`config.mk`:
```
export PLATFORM = sky130hd
export DESIGN_NAME = dpram_stream_reader
export DESIGN_NICKNAME = d
export VERILOG_FILES = /design/src/rtl/dpram_stream_reader_pkg.sv /design/src/rtl/dpram_out_buf.sv /design/src/rtl/dpram_stream_reader.sv
export SDC_FILE = /design/constraint.sdc
export NUM_CORES = 1
export LEC_CHECK = 0
export CAP_MARGIN = 0
export CORE_ASPECT_RATIO = 1.2
export CORE_UTILIZATION = 35
export CTS_CLUSTER_SIZE = 25
export DETAILED_ROUTE_END_ITERATION = 10
export PLACE_DENSITY_LB_ADDON = 0.05
export SLEW_MARGIN = 0
export SYNTH_ARGS = -nofsm -noshare
export SYNTH_HDL_FRONTEND = slang
export SYNTH_HIERARCHICAL = 1
export SYNTH_SLANG_ARGS = --single-unit
```
`constraint.sdc`:
```
create_clock -name Clk -period 2.4 [get_ports Clk]
set_input_delay 0.36 -clock Clk [delete_from_list [all_inputs] [get_ports Clk]]
set_output_delay 0.36 -clock Clk [all_outputs]
set_load 0.1 [all_outputs]
```
`src/rtl/dpram_stream_reader_pkg.sv`:
```
// Shared NoU definitions for the RAM-backed stream reader: output buffer
// depth, buffer operation encoding and the circular pointer difference.
package dpram_stream_reader_pkg;

  // Output buffer entries; the credit arithmetic assumes exactly two.
  localparam int unsigned OBUF_DEPTH = 2;

  // Widest pointer the difference helper handles; callers truncate the
  // result to their own pointer width, which yields the modulo result.
  localparam int unsigned PTR_MAX_W = 16;

  typedef logic [PTR_MAX_W-1:0] ptr_max_t;

  // Output buffer operation, encoded as {push, pop}.
  typedef enum logic [1:0] {
    BUF_IDLE = 2'b00,
    BUF_POP  = 2'b01,
    BUF_PUSH = 2'b10,
    BUF_BOTH = 2'b11
  } buf_op_e;

  // Circular occupancy between a write and a read pointer.
  function automatic ptr_max_t ptr_occ(input ptr_max_t wr, input ptr_max_t rd);
    return wr - rd;
  endfunction

endpackage

```
`src/rtl/dpram_out_buf.sv`:
```
// Two-entry valid/ready output FIFO. The head word is held in its own
// register so the stream output never comes straight from the RAM.
module dpram_out_buf
  import dpram_stream_reader_pkg::*;
#(
  parameter int DATAWIDTH = 32
) (
  input  logic                 clk,
  input  logic                 rst_n,
  input  logic                 flush,
  input  logic                 push,
  input  logic [DATAWIDTH-1:0] push_data,
  input  logic                 pop,
  output logic [DATAWIDTH-1:0] head_data,
  output logic                 head_valid,
  output logic [1:0]           count
);

  logic [DATAWIDTH-1:0] head_q, head_d;
  logic [DATAWIDTH-1:0] tail_q, tail_d;
  logic [1:0]           cnt_q, cnt_d;
  buf_op_e              op_s;

  // Next-state for head, tail and count; flush empties the buffer.
  always_comb begin
    head_d = head_q;
    tail_d = tail_q;
    cnt_d  = cnt_q;
    op_s   = buf_op_e'({push, pop});
    if (flush) begin
      cnt_d = 2'd0;
    end else begin
      case (op_s)
        BUF_PUSH: begin
          if (cnt_q == 2'd0) begin
            head_d = push_data;
            cnt_d  = 2'd1;
          end else if (cnt_q == 2'd1) begin
            tail_d = push_data;
            cnt_d  = 2'd2;
          end else begin
            cnt_d = cnt_q;  // full: upstream credits never allow this
          end
        end
        BUF_POP: begin
          head_d = tail_q;
          cnt_d  = (cnt_q == 2'd0) ? 2'd0 : cnt_q - 2'd1;
        end
        BUF_BOTH: begin
          // Head advances and the tail is written on the same edge.
          if (cnt_q == 2'd2) begin
            head_d = tail_q;
            tail_d = push_data;
          end else begin
            head_d = push_data;
          end
        end
        default: begin
          cnt_d = cnt_q;
        end
      endcase
    end
  end

  // Buffer storage and occupancy registers.
  always_ff @(posedge clk or negedge rst_n) begin
    if (!rst_n) begin
      head_q <= {DATAWIDTH{1'b0}};
      tail_q <= {DATAWIDTH{1'b0}};
      cnt_q  <= 2'd0;
    end else begin
      head_q <= head_d;
      tail_q <= tail_d;
      cnt_q  <= cnt_d;
    end
  end

  // Head register and count straight to the outputs.
  always_comb begin
    head_data  = head_q;
    head_valid = (cnt_q != 2'd0);
    count      = cnt_q;
  end

endmodule

```
`src/rtl/dpram_stream_reader.sv`:
```
// Read-side controller of a RAM-backed circular buffer: issues RAM reads
// against a credit budget, absorbs the one-cycle read latency in a two-entry
// output buffer and returns its read pointer to the producer.
module dpram_stream_reader
  import dpram_stream_reader_pkg::*;
#(
  parameter int MEMDEPTH  = 32,
  parameter int DATAWIDTH = 32,
  parameter int ADDRWIDTH = $clog2(MEMDEPTH),
  parameter int PTRWIDTH  = ADDRWIDTH + 1
) (
  input  logic                 Clk,
  input  logic                 Rst_n,
  input  logic [PTRWIDTH-1:0]  WrPtr,
  input  logic                 Flush,
  output logic [ADDRWIDTH-1:0] RamReadAddr,
  output logic                 RamReadEnable,
  input  logic [DATAWIDTH-1:0] RamDataOut,
  output logic [PTRWIDTH-1:0]  RdPtr,
  output logic [DATAWIDTH-1:0] Dout,
  output logic                 DoutValid,
  input  logic                 DoutReady,
  output logic                 Empty,
  output logic [PTRWIDTH-1:0]  Level
);

  logic [PTRWIDTH-1:0]  rd_ptr_q, rd_ptr_d;
  logic                 inflight_q, inflight_d;
  logic [PTRWIDTH-1:0]  occ_s;
  logic                 pop_s;
  logic                 issue_s;
  logic                 push_s;
  logic [2:0]           credit_s;
  logic [1:0]           buf_cnt_s;
  logic                 buf_valid_s;
  logic [DATAWIDTH-1:0] buf_head_s;

  // Read issue decision and next pointer / in-flight state. Flush wins over
  // both issue and capture; a popped slot is usable on the same cycle.
  always_comb begin
    occ_s    = PTRWIDTH'(ptr_occ(PTR_MAX_W'(WrPtr), PTR_MAX_W'(rd_ptr_q)));
    pop_s    = buf_valid_s & DoutReady;
    credit_s = 3'(OBUF_DEPTH) + {2'b00, pop_s} - {1'b0, buf_cnt_s} - {2'b00, inflight_q};
    issue_s  = (occ_s != {PTRWIDTH{1'b0}}) & (credit_s != 3'd0) & ~Flush;
    push_s   = inflight_q & ~Flush;
    if (Flush) begin
      rd_ptr_d = WrPtr;
    end else if (issue_s) begin
      rd_ptr_d = rd_ptr_q + {{(PTRWIDTH-1){1'b0}}, 1'b1};
    end else begin
      rd_ptr_d = rd_ptr_q;
    end
    inflight_d = issue_s;
  end

  // Read pointer and in-flight flag.
  always_ff @(posedge Clk or negedge Rst_n) begin
    if (!Rst_n) begin
      rd_ptr_q   <= {PTRWIDTH{1'b0}};
      inflight_q <= 1'b0;
    end else begin
      rd_ptr_q   <= rd_ptr_d;
      inflight_q <= inflight_d;
    end
  end

  dpram_out_buf #(
    .DATAWIDTH (DATAWIDTH)
  ) u_out_buf (
    .clk        (Clk),
    .rst_n      (Rst_n),
    .flush      (Flush),
    .push       (push_s),
    .push_data  (RamDataOut),
    .pop        (pop_s),
    .head_data  (buf_head_s),
    .head_valid (buf_valid_s),
    .count      (buf_cnt_s)
  );

  // Port drive: RAM read port, returned pointer, stream and status.
  always_comb begin
    RamReadAddr   = rd_ptr_q[ADDRWIDTH-1:0];
    RamReadEnable = issue_s;
    RdPtr         = rd_ptr_q;
    Dout          = buf_head_s;
    DoutValid     = buf_valid_s;
    Empty         = (occ_s == {PTRWIDTH{1'b0}}) & ~inflight_q & (buf_cnt_s == 2'd0);
    Level         = occ_s + {{(PTRWIDTH-1){1'b0}}, inflight_q}
                          + {{(PTRWIDTH-2){1'b0}}, buf_cnt_s};
  end

endmodule

```
### Yosys cells after proc, flatten, opt, wreduce, memory -nomap -nowiden

Index checks and enable logic that the tools add are counted.

| storage, ports and cells | value |
|---|---|
| register bits after elaboration | 73 |
| bits in latches | 0 |
| memory bits (writable) | 0 |
| bits in read-only memories | 0 |
| input port bits | 42 |
| output and inout port bits | 52 |
| logic and storage cells | 57 |
| memories kept | 0 |

| cells by class | value |
|---|---|
| add/subtract/negate cells | 8 |
| $mul | 0 |
| div/mod/pow operators | 0 |
| magnitude comparators | 0 |
| equality and inequality tests | 10 |
| shift operators | 0 |
| muxes and demuxes | 14 |
| bitwise gates (word level) | 8 |
| reductions and logical operators | 12 |

Operators by type and width:

| operator | number |
|---|---|
| $mux 32 | 5 |
| $pmux 32 s3 | 1 |
| $pmux 32 s2 | 1 |
| $mux 6 | 2 |
| $reduce_bool 3->1 | 3 |
| $mux 2 | 4 |
| $add 6x1->6 | 1 |
| $add 6x1->6 const B | 1 |
| $add 6x2->6 | 1 |
| $and 1x1->1 | 6 |
| $eq 2x2->1 const B | 3 |
| $logic_not 6->1 | 1 |
| $reduce_bool 2->1 | 3 |
| $reduce_bool 6->1 | 1 |
| $sub 6x6->6 | 1 |
| $reduce_and 5->1 | 1 |
| $eq 2x1->1 const B | 2 |
| $ne 2x1->1 const B | 2 |
| $ne 2x2->1 const B | 2 |
| $ne 4x3->1 const B | 1 |
| $pmux 2 s2 | 1 |
| $add 2x1->3 const A | 1 |
| $reduce_and 3->1 | 1 |
| $sub 3x1->3 | 1 |
| other kinds (5) | 6 |

### Logic depth before layout (Yosys ltp)

Gate-level depths: netlist (run 1).

| depth | value |
|---|---|
| word-level depth | 10 |
| depth in mapped cells | 10 |
| depth with buffers taken out | 10 |

### Hierarchy

Netlist (run 1), hierarchy kept.

Modules (own cells, without submodules):

| module | instances | cells an instance | area an instance (µm²) | seq. area each (µm²) |
|---|---|---|---|---|
| dpram_out_buf | 1 | 226 | 2999.1 | 1651.6 |
| dpram_stream_reader | 1 | 100 | 867.1 | 175.2 |

### Least setup slack after synthesis (run 1)

OpenSTA, ideal clock, no wires.

| timing path | value |
|---|---|
| path kind | register -> output |
| start point | reg rd_ptr_q[0] (netlist: RdPtr[0]) |
| end point | out Empty |
| arrival | 5.621 ns |
| data required time | 2.040 ns |
| path slack | -3.581 ns |
| stages on the path, launching flop included | 9 |
| buffers on the path | 0 |
| cell sequence | dfrtp_1 > ha_1 > inv_1 > fa_1 > xor2_1 > nor4bb_1 > mux2i_1 > or4_4 > nor4_1 |

| between the ends | value |
|---|---|
| word-level cells in the longest chain between the ends | 4 |

RTL lines:

| element | RTL line | source |
|---|---|---|
| start, declared | dpram_stream_reader.sv:27 | `logic [PTRWIDTH-1:0] rd_ptr_q, rd_ptr_d;` |
| start signal, assigned | dpram_stream_reader.sv:59 | `rd_ptr_q <= {PTRWIDTH{1'b0}};` |
| start signal, assigned | dpram_stream_reader.sv:62 | `rd_ptr_q <= rd_ptr_d;` |
| $sub 6x6->6 | dpram_stream_reader_pkg.sv:24 | `return wr - rd;` |
| $logic_not 6->1 | dpram_stream_reader.sv:88 | `Empty = (occ_s == {PTRWIDTH{1'b0}}) & ~inflight_q & (buf_cnt_s == 2'd0);` |
| $and 1x1->1 (2 in series) | dpram_stream_reader.sv:88 |  |
| end, declared | dpram_stream_reader.sv:23 | `output logic Empty,` |

No other way between the ends.

### Final worst setup path (run 1)

Ends and elaborated chain as after synthesis.

==> summary.txt, run 1 <==
Setup path
  – Startpoint Class: flop
  – Worst reg2reg startpoint: RdPtr[0]
  – Delay of the slowest cell on the worst path: 490 ps
  – Required @ worst endpoint: 2040 ps
  – RR Endpoint: RdPtr[3]
  – CP arrival: 2940 ps
  – Reg2reg path depth: 10
  – Cell at the slowest stage of the critical path: dfrtp_4
  – Worst Path Max Fanout: 3
  – CP startpoint: RdPtr[0]
  – Crit path capture type: output pin
  – Internal reg-to-reg setup slack: -370 ps
  – CP Cell Sequence: ha_4 -> inv_2 -> fa_2 -> nor4bb_2 -> mux2i_1 -> or4_4 -> nor4_4 -> buf_12
  – Timing endpoint of the critical path: Empty
  – CP top delay family: simple AND/OR/NAND/NOR gates
  – Setup Crit Path Kind: reg2out
  – Worst path buffer plus inverter count: 2
  – Stages on the worst setup path: 8

Route
  – Max Used Layer: met4
  – DRT Pass-1 Iters: 7
  – Initial DRC count: 54
  – Detail Route met3 WL: 335 um
  – DR DRC count: 6
  – Routed via count: 2849
  – Final ANT Viol Nets: 0
  – Metal-1 WL: 3940 um
  – Routed len/inst: 14.9 um
  – Detailed-route wire length: 8750 um
  – DR vias/cell: 4.85
  – Met2 routed WL: 4350 um

CTS
  – # hold bufs at CTS: 0
  – H-tree levels: 3
  – Clock Pin Slew Worst Setup and Hold Paths: 60 ps
  – Clk buf depth: 2
  – Clock sink count: 73
  – Clk_lat worst skew: 330 ps
  – CTS tree: built
  – TritonCTS buffer count: 9
  – CTS Root Cell: clkbuf_16

Placed design
  – Post-DP HPWL: 6020 um
  – Place WS: -998 ps
  – Routability cong.: 0.710
  – Port buffer count: 93

Logic synthesis
  – Mapped cell area: 3870 um2
  – Mapped Cells: 326
  – Syn Nets: 380
  – Post-synth top flop: dfrtp_1
  – Mean Syn Cell Area: 11.9 um2
  – Synth cell types: 47
  – Synth async-reset ratio: 1.00
  – Flops & latches, synth: 73
  – Register area share after synthesis: 0.472
  – EDFF count, synth: 0
  – Synth Warn #: 6

Global route
  – Tot GR Track Use: 0.159
  – Vias in the first global route: 2829
  – Largest net degree at the start of global routing: 65
  – Initial antenna violation count: 0
  – Grt ovf: 0
  – First-pass GRT wire length: 14100 um

STA
  – Setup WS post-layout: -901 ps
  – RSZ-0062 raised after global routing: true
  – Fin crit period: 3300 ps
  – Final setup TNS: -5480 ps
  – Least-Margin Pin Slew: 766 ps
  – Fin. max-slew vios: 0
  – Worst Skew: 8.21 ps
  – Final hold viol count: 0
  – Fin crit share: 1.38
  – Relative slew slack: 0.489
  – Hold_ws: 109 ps
  – Fmax: 303 MHz
  – # setup viols final: 13

Floorplanning
  – # rows: 41
  – Initial Utilization: 0.364
  – Die area: 11500 um2
  – # IOs: 94
  – Core area: 10600 um2
  – Die Y: 117 um
  – Die Wd: 97.9 um

Min path
  – Hold WC Path Type: in2async

Finish
  – # fillers: 936
  – Nets: 508
  – Register area: 1840 um2
  – Antenna diodes: 0
  – Multi-input logic area: 2010 um2
  – Share of post-route cells with drive strength above 1: 0.407
  – Final core utilization: 0.531
  – Area Growth Syn to Fin: 45.7%

Run status
  – Status: finished, violations left
  – Failing checks: DRC, setup timing

Job
  – Max_cap viols: 0
Yosys cell counts (3+ instances only):
| library cell | number | share of area |
|---|---|---|
| a21oi_1 | 36 | 0.047 |
| a31oi_1 | 4 | 0.0065 |
| buf_12 | 3 | 0.016 |
| buf_2 | 3 | 0.0039 |
| buf_4 | 8 | 0.016 |
| buf_6 | 4 | 0.012 |
| dfrtp_1 | 73 | 0.47 |
| fa_1 | 4 | 0.021 |
| ha_1 | 8 | 0.026 |
| inv_1 | 13 | 0.013 |
| mux2_4 | 30 | 0.12 |
| mux2i_1 | 33 | 0.085 |
| nand2_1 | 5 | 0.0049 |
| nand2b_1 | 3 | 0.0049 |
| nand3_1 | 6 | 0.0078 |
| nand3b_1 | 3 | 0.0058 |
| nor2_1 | 39 | 0.038 |
| o21ai_0 | 8 | 0.010 |
| or3_1 | 3 | 0.0049 |
| xnor2_1 | 4 | 0.0091 |
| xor2_1 | 4 | 0.0091 |
per-stage QoR:
| stage | instance area, um2 | std cells |
|---|---|---|
| 6_report | 5630 | 588 |
| 3_3_place_gp | 5220 | 568 |
| 5_1_grt | 5630 | 588 |
| 4_1_cts | 5590 | 587 |
| 3_5_place_dp | 5220 | 568 |
| 2_1_floorplan | 4010 | 326 |
cells by family (layout without fill, tap and decap cells):
family | count (synthesis) | after routing | share of synthesized area
compound gates | 60 | 60 | 0.0939
simple gates | 75 | 75 | 0.100
fa+ha+maj | 12 | 12 | 0.0466
mux | 65 | 65 | 0.208
buf+inv | 33 | 166 | 0.0612
xor+xnor | 8 | 8 | 0.0181
flops | 73 | 73 | 0.472
layout make-up:
class	instances	share of cell area
Timing Repair Buffer	136	0.226
Clock buffer	10	0.0406
Clock inverter	6	0.0118
Sequential cell	73	0.327
Multi-Input combinational cell	220	0.356
Tap cell	129	0.0286
Inverter	14	0.00933
state kept, by name (all words and copies together) (netlist names):
register             cells
u_out_buf/head_data     32
inflight_q               1
u_out_buf/count          2
u_out_buf/tail_q        32
RdPtr                    6
worst min path at each step:
stage,startpoint,to,slack [ps],cells past startpoint
global route,Rst_n,u_out_buf/head_data[11],170,1
global placement,u_out_buf/tail_q[15],u_out_buf/tail_q[15],490,1
detailed placement,u_out_buf/tail_q[14],u_out_buf/tail_q[14],490,1
floorplan,Rst_n,RdPtr[3],60,0
CTS,Rst_n,u_out_buf/head_data[11],140,1
finish,Rst_n,u_out_buf/head_data[11],110,1
cell usage in the layout (no fill, tap or decap), drive strengths merged, types with 3 or more instances in the layout:
| cell type | instances |
|---|---|
| a21oi | 37 |
| a31oi | 4 |
| buf | 96 |
| clkbuf | 10 |
| clkdlybuf4s50 | 38 |
| clkinv | 4 |
| dfrtp | 73 |
| fa | 4 |
| ha | 8 |
| inv | 15 |
| mux2 | 32 |
| mux2i | 33 |
| nand2 | 5 |
| nand2b | 4 |
| nand3 | 6 |
| nand3b | 3 |
| nor2 | 39 |
| o21ai | 8 |
| or3 | 3 |
| or4 | 3 |
| xnor2 | 4 |
| xor2 | 4 |
repair_timing:
item / in CTS / in global routing
setup buffers: 7 / 2
cloned: 0 / 1
setup endpoints to repair: 14 / 14
pin swaps: 10 / 12
gates resized for setup: 14 / 12
routing by layer:
metal | vias up | GRT usage
met3 | 10 | 0.0255
li1 | 1400 | -
met2 | 71 | 0.270
met5 | - | 0
met4 | 0 | 0.0667
met1 | 1368 | 0.205
Power of run 1 is not shown: default switching activity piles up to over one toggle a cycle in this logic, so the estimate is an artifact.
==> run 2, diff against run 1 <==
--- a/config.mk
+++ b/config.mk
@@ -7,10 +7,11 @@
 export LEC_CHECK = 0
 export CAP_MARGIN = 0
 export CORE_ASPECT_RATIO = 1.2
-export CORE_UTILIZATION = 35
+export CORE_UTILIZATION = 45
 export CTS_CLUSTER_SIZE = 25
 export DETAILED_ROUTE_END_ITERATION = 10
 export PLACE_DENSITY_LB_ADDON = 0.05
+export SKIP_CTS_REPAIR_TIMING = 1
 export SLEW_MARGIN = 0
 export SYNTH_ARGS = -nofsm -noshare
 export SYNTH_HDL_FRONTEND = slang
==> run 2 against run 1 <==
The flow finishes with violations (setup timing). Clock skew increased by 2.5 ps. First-iteration DRC count rose by 140%. Worst setup slack lost 79 ps. Via count increased by 1.4%. Wire length shrank 5.4%. Critical path depth unchanged. Global-route usage rose by 3.6 points. Sequential share of layout area grew 1.2 points. Highest routed layer unchanged.
==> summary.txt, run 2 (synthesis results as in run 1) <==
Finish
  – Commonest non-fill, non-tap cell in the layout: buf_4
  – Area Growth Syn to Fin: 40.8%
  – Nets: 506
  – Commonest cells after routing, fill and taps aside: 81 x buf_4, 65 x dfrtp_1, 39 x clkdlybuf4s50_1
  – Antenna diodes: 0
  – Share of post-route cells with drive strength above 1: 0.394

Floorplanning
  – Die Y: 104 um
  – # rows: 36
  – Die Wd: 86.6 um
  – Core area: 8240 um2
  – # IOs: 94
  – Initial Utilization: 0.469
  – Die area: 8970 um2

Setup path
  – Crit path capture type: output pin
  – Delay of the slowest cell on the worst path: 570 ps
  – CP top delay family: simple AND/OR/NAND/NOR gates
  – Startpoint Class: flop
  – Cell at the slowest stage of the critical path: or4_4
  – Required @ worst endpoint: 2040 ps
  – Worst path buffer plus inverter count: 2
  – CP arrival: 3020 ps
  – CP Cell Sequence: ha_4 -> inv_2 -> fa_2 -> nor4b_2 -> mux2i_1 -> or4_4 -> nor4_4 -> buf_12
  – Worst Path Max Fanout: 3
  – Setup Crit Path Kind: reg2out

Min path
  – Hold WC Path Type: in2async

Global route
  – Largest net degree at the start of global routing: 74
  – Initial antenna violation count: 0
  – First-pass GRT wire length: 13500 um
  – Tot GR Track Use: 0.195
  – Grt ovf: 0
  – Vias in the first global route: 2904

STA
  – Fin crit share: 1.41
  – RSZ-0062 raised after global routing: true
  – Fmax: 296 MHz
  – Least-Margin Pin Slew: 910 ps
  – Fin. max-slew vios: 0
  – Fin crit period: 3380 ps
  – Setup WS post-layout: -980 ps
  – Worst Skew: 10.7 ps
  – Relative slew slack: 0.393
  – Final hold viol count: 0
  – # setup viols final: 14

CTS
  – H-tree levels: 3
  – Clk buf depth: 2
  – Clk_lat worst skew: 350 ps
  – CTS tree: built
  – CTS Root Cell: clkbuf_8
  – Clock sink count: 73
  – TritonCTS buffer count: 9
  – Clock Pin Slew Worst Setup and Hold Paths: 90 ps

Route
  – DRT Pass-1 Iters: 5
  – Routed via count: 2888
  – Routed len/inst: 14.5 um
  – Detailed-route wire length: 8280 um
  – DR DRC count: 0
  – DR vias/cell: 5.06
  – Final ANT Viol Nets: 0
  – Initial DRC count: 128

Job
  – Max_cap viols: 0

Placed design
  – Routability cong.: 0.829
  – Port buffer count: 93
  – Post-DP HPWL: 5670 um
  – Place WS: -1000 ps

Run status
  – Failing checks: setup timing
  – Status: finished, violations left
==> run 2: cell count changes in the layout (fill, tap and decap cells not counted), moves of 2 or more <==
cell / delta
buf_6: -3
clkbuf_16: -9
clkbuf_8: +11
clkinvlp_4: +2
dlygate4sd2_1: -2
o21ai_1: +2
o21ai_2: -3
==> run 2: per-stage QoR <==
stage | setup TNS [ps] | std cells | hold WS [ps] | cell area (um2) | util
floorplan | -7380 | 326 | 64.4 | 4010 | -
global placement | -8100 | 550 | 487 | 5170 | 0.628
detailed placement | -8730 | 550 | 493 | 5170 | 0.628
CTS | -5930 | 566 | 170 | 5360 | 0.651
global route | -7750 | 571 | 215 | 5440 | 0.660
finish | -5870 | 571 | 147 | 5440 | 0.660
==> run 2: cell type report <==
| class | count | area [um2] |
|---|---|---|
| Fill cell | 685 | 2800 |
| Tap cell | 114 | 143 |
| Clock buffer | 11 | 151 |
| Multi-Input combinational cell | 220 | 1960 |
| Clock inverter | 5 | 37.5 |
| Timing Repair Buffer | 134 | 1250 |
| Inverter | 14 | 52.6 |
| Sequential cell | 73 | 1840 |
==> run 2: final timing paths <==
kind / start / end / slack [ps] / cells after the start
min in group Clk: WrPtr[0] / RdPtr[0] / 330 / 3
worst max register to register: RdPtr[0] / RdPtr[3] / -400 / 10
max in group asynchronous: Rst_n / RdPtr[1] / 1580 / 1
worst min-delay path: Rst_n / u_out_buf/tail_q[10] / 150 / 1
worst max-delay path: RdPtr[0] / Empty / -980 / 8
worst min register to register: u_out_buf/tail_q[13] / u_out_buf/tail_q[13] / 510 / 1
==> run 2: per-layer routing <==
metal | global-route usage | wire [um] | part of all wire | up-vias
met5 | 0 | 0 | 0 | -
li1 | - | - | - | 1385
met4 | 0.0607 | 71 | 0.0086 | 0
met1 | 0.243 | 3770 | 0.46 | 1430
met3 | 0.0518 | 305 | 0.037 | 6
met2 | 0.328 | 4130 | 0.50 | 67
==> run 2: worst reg2reg max path, cell delays in order, from the launching register on <==
cell,delay (ps)
dfrtp_4,500
ha_4,170
inv_2,50
fa_2,460
nor4b_2,260
mux2i_1,130
or4_4,570
buf_4,150
buf_6,110
a21o_1,170
a31oi_1,140
Power of run 2 is left out for the same reason.
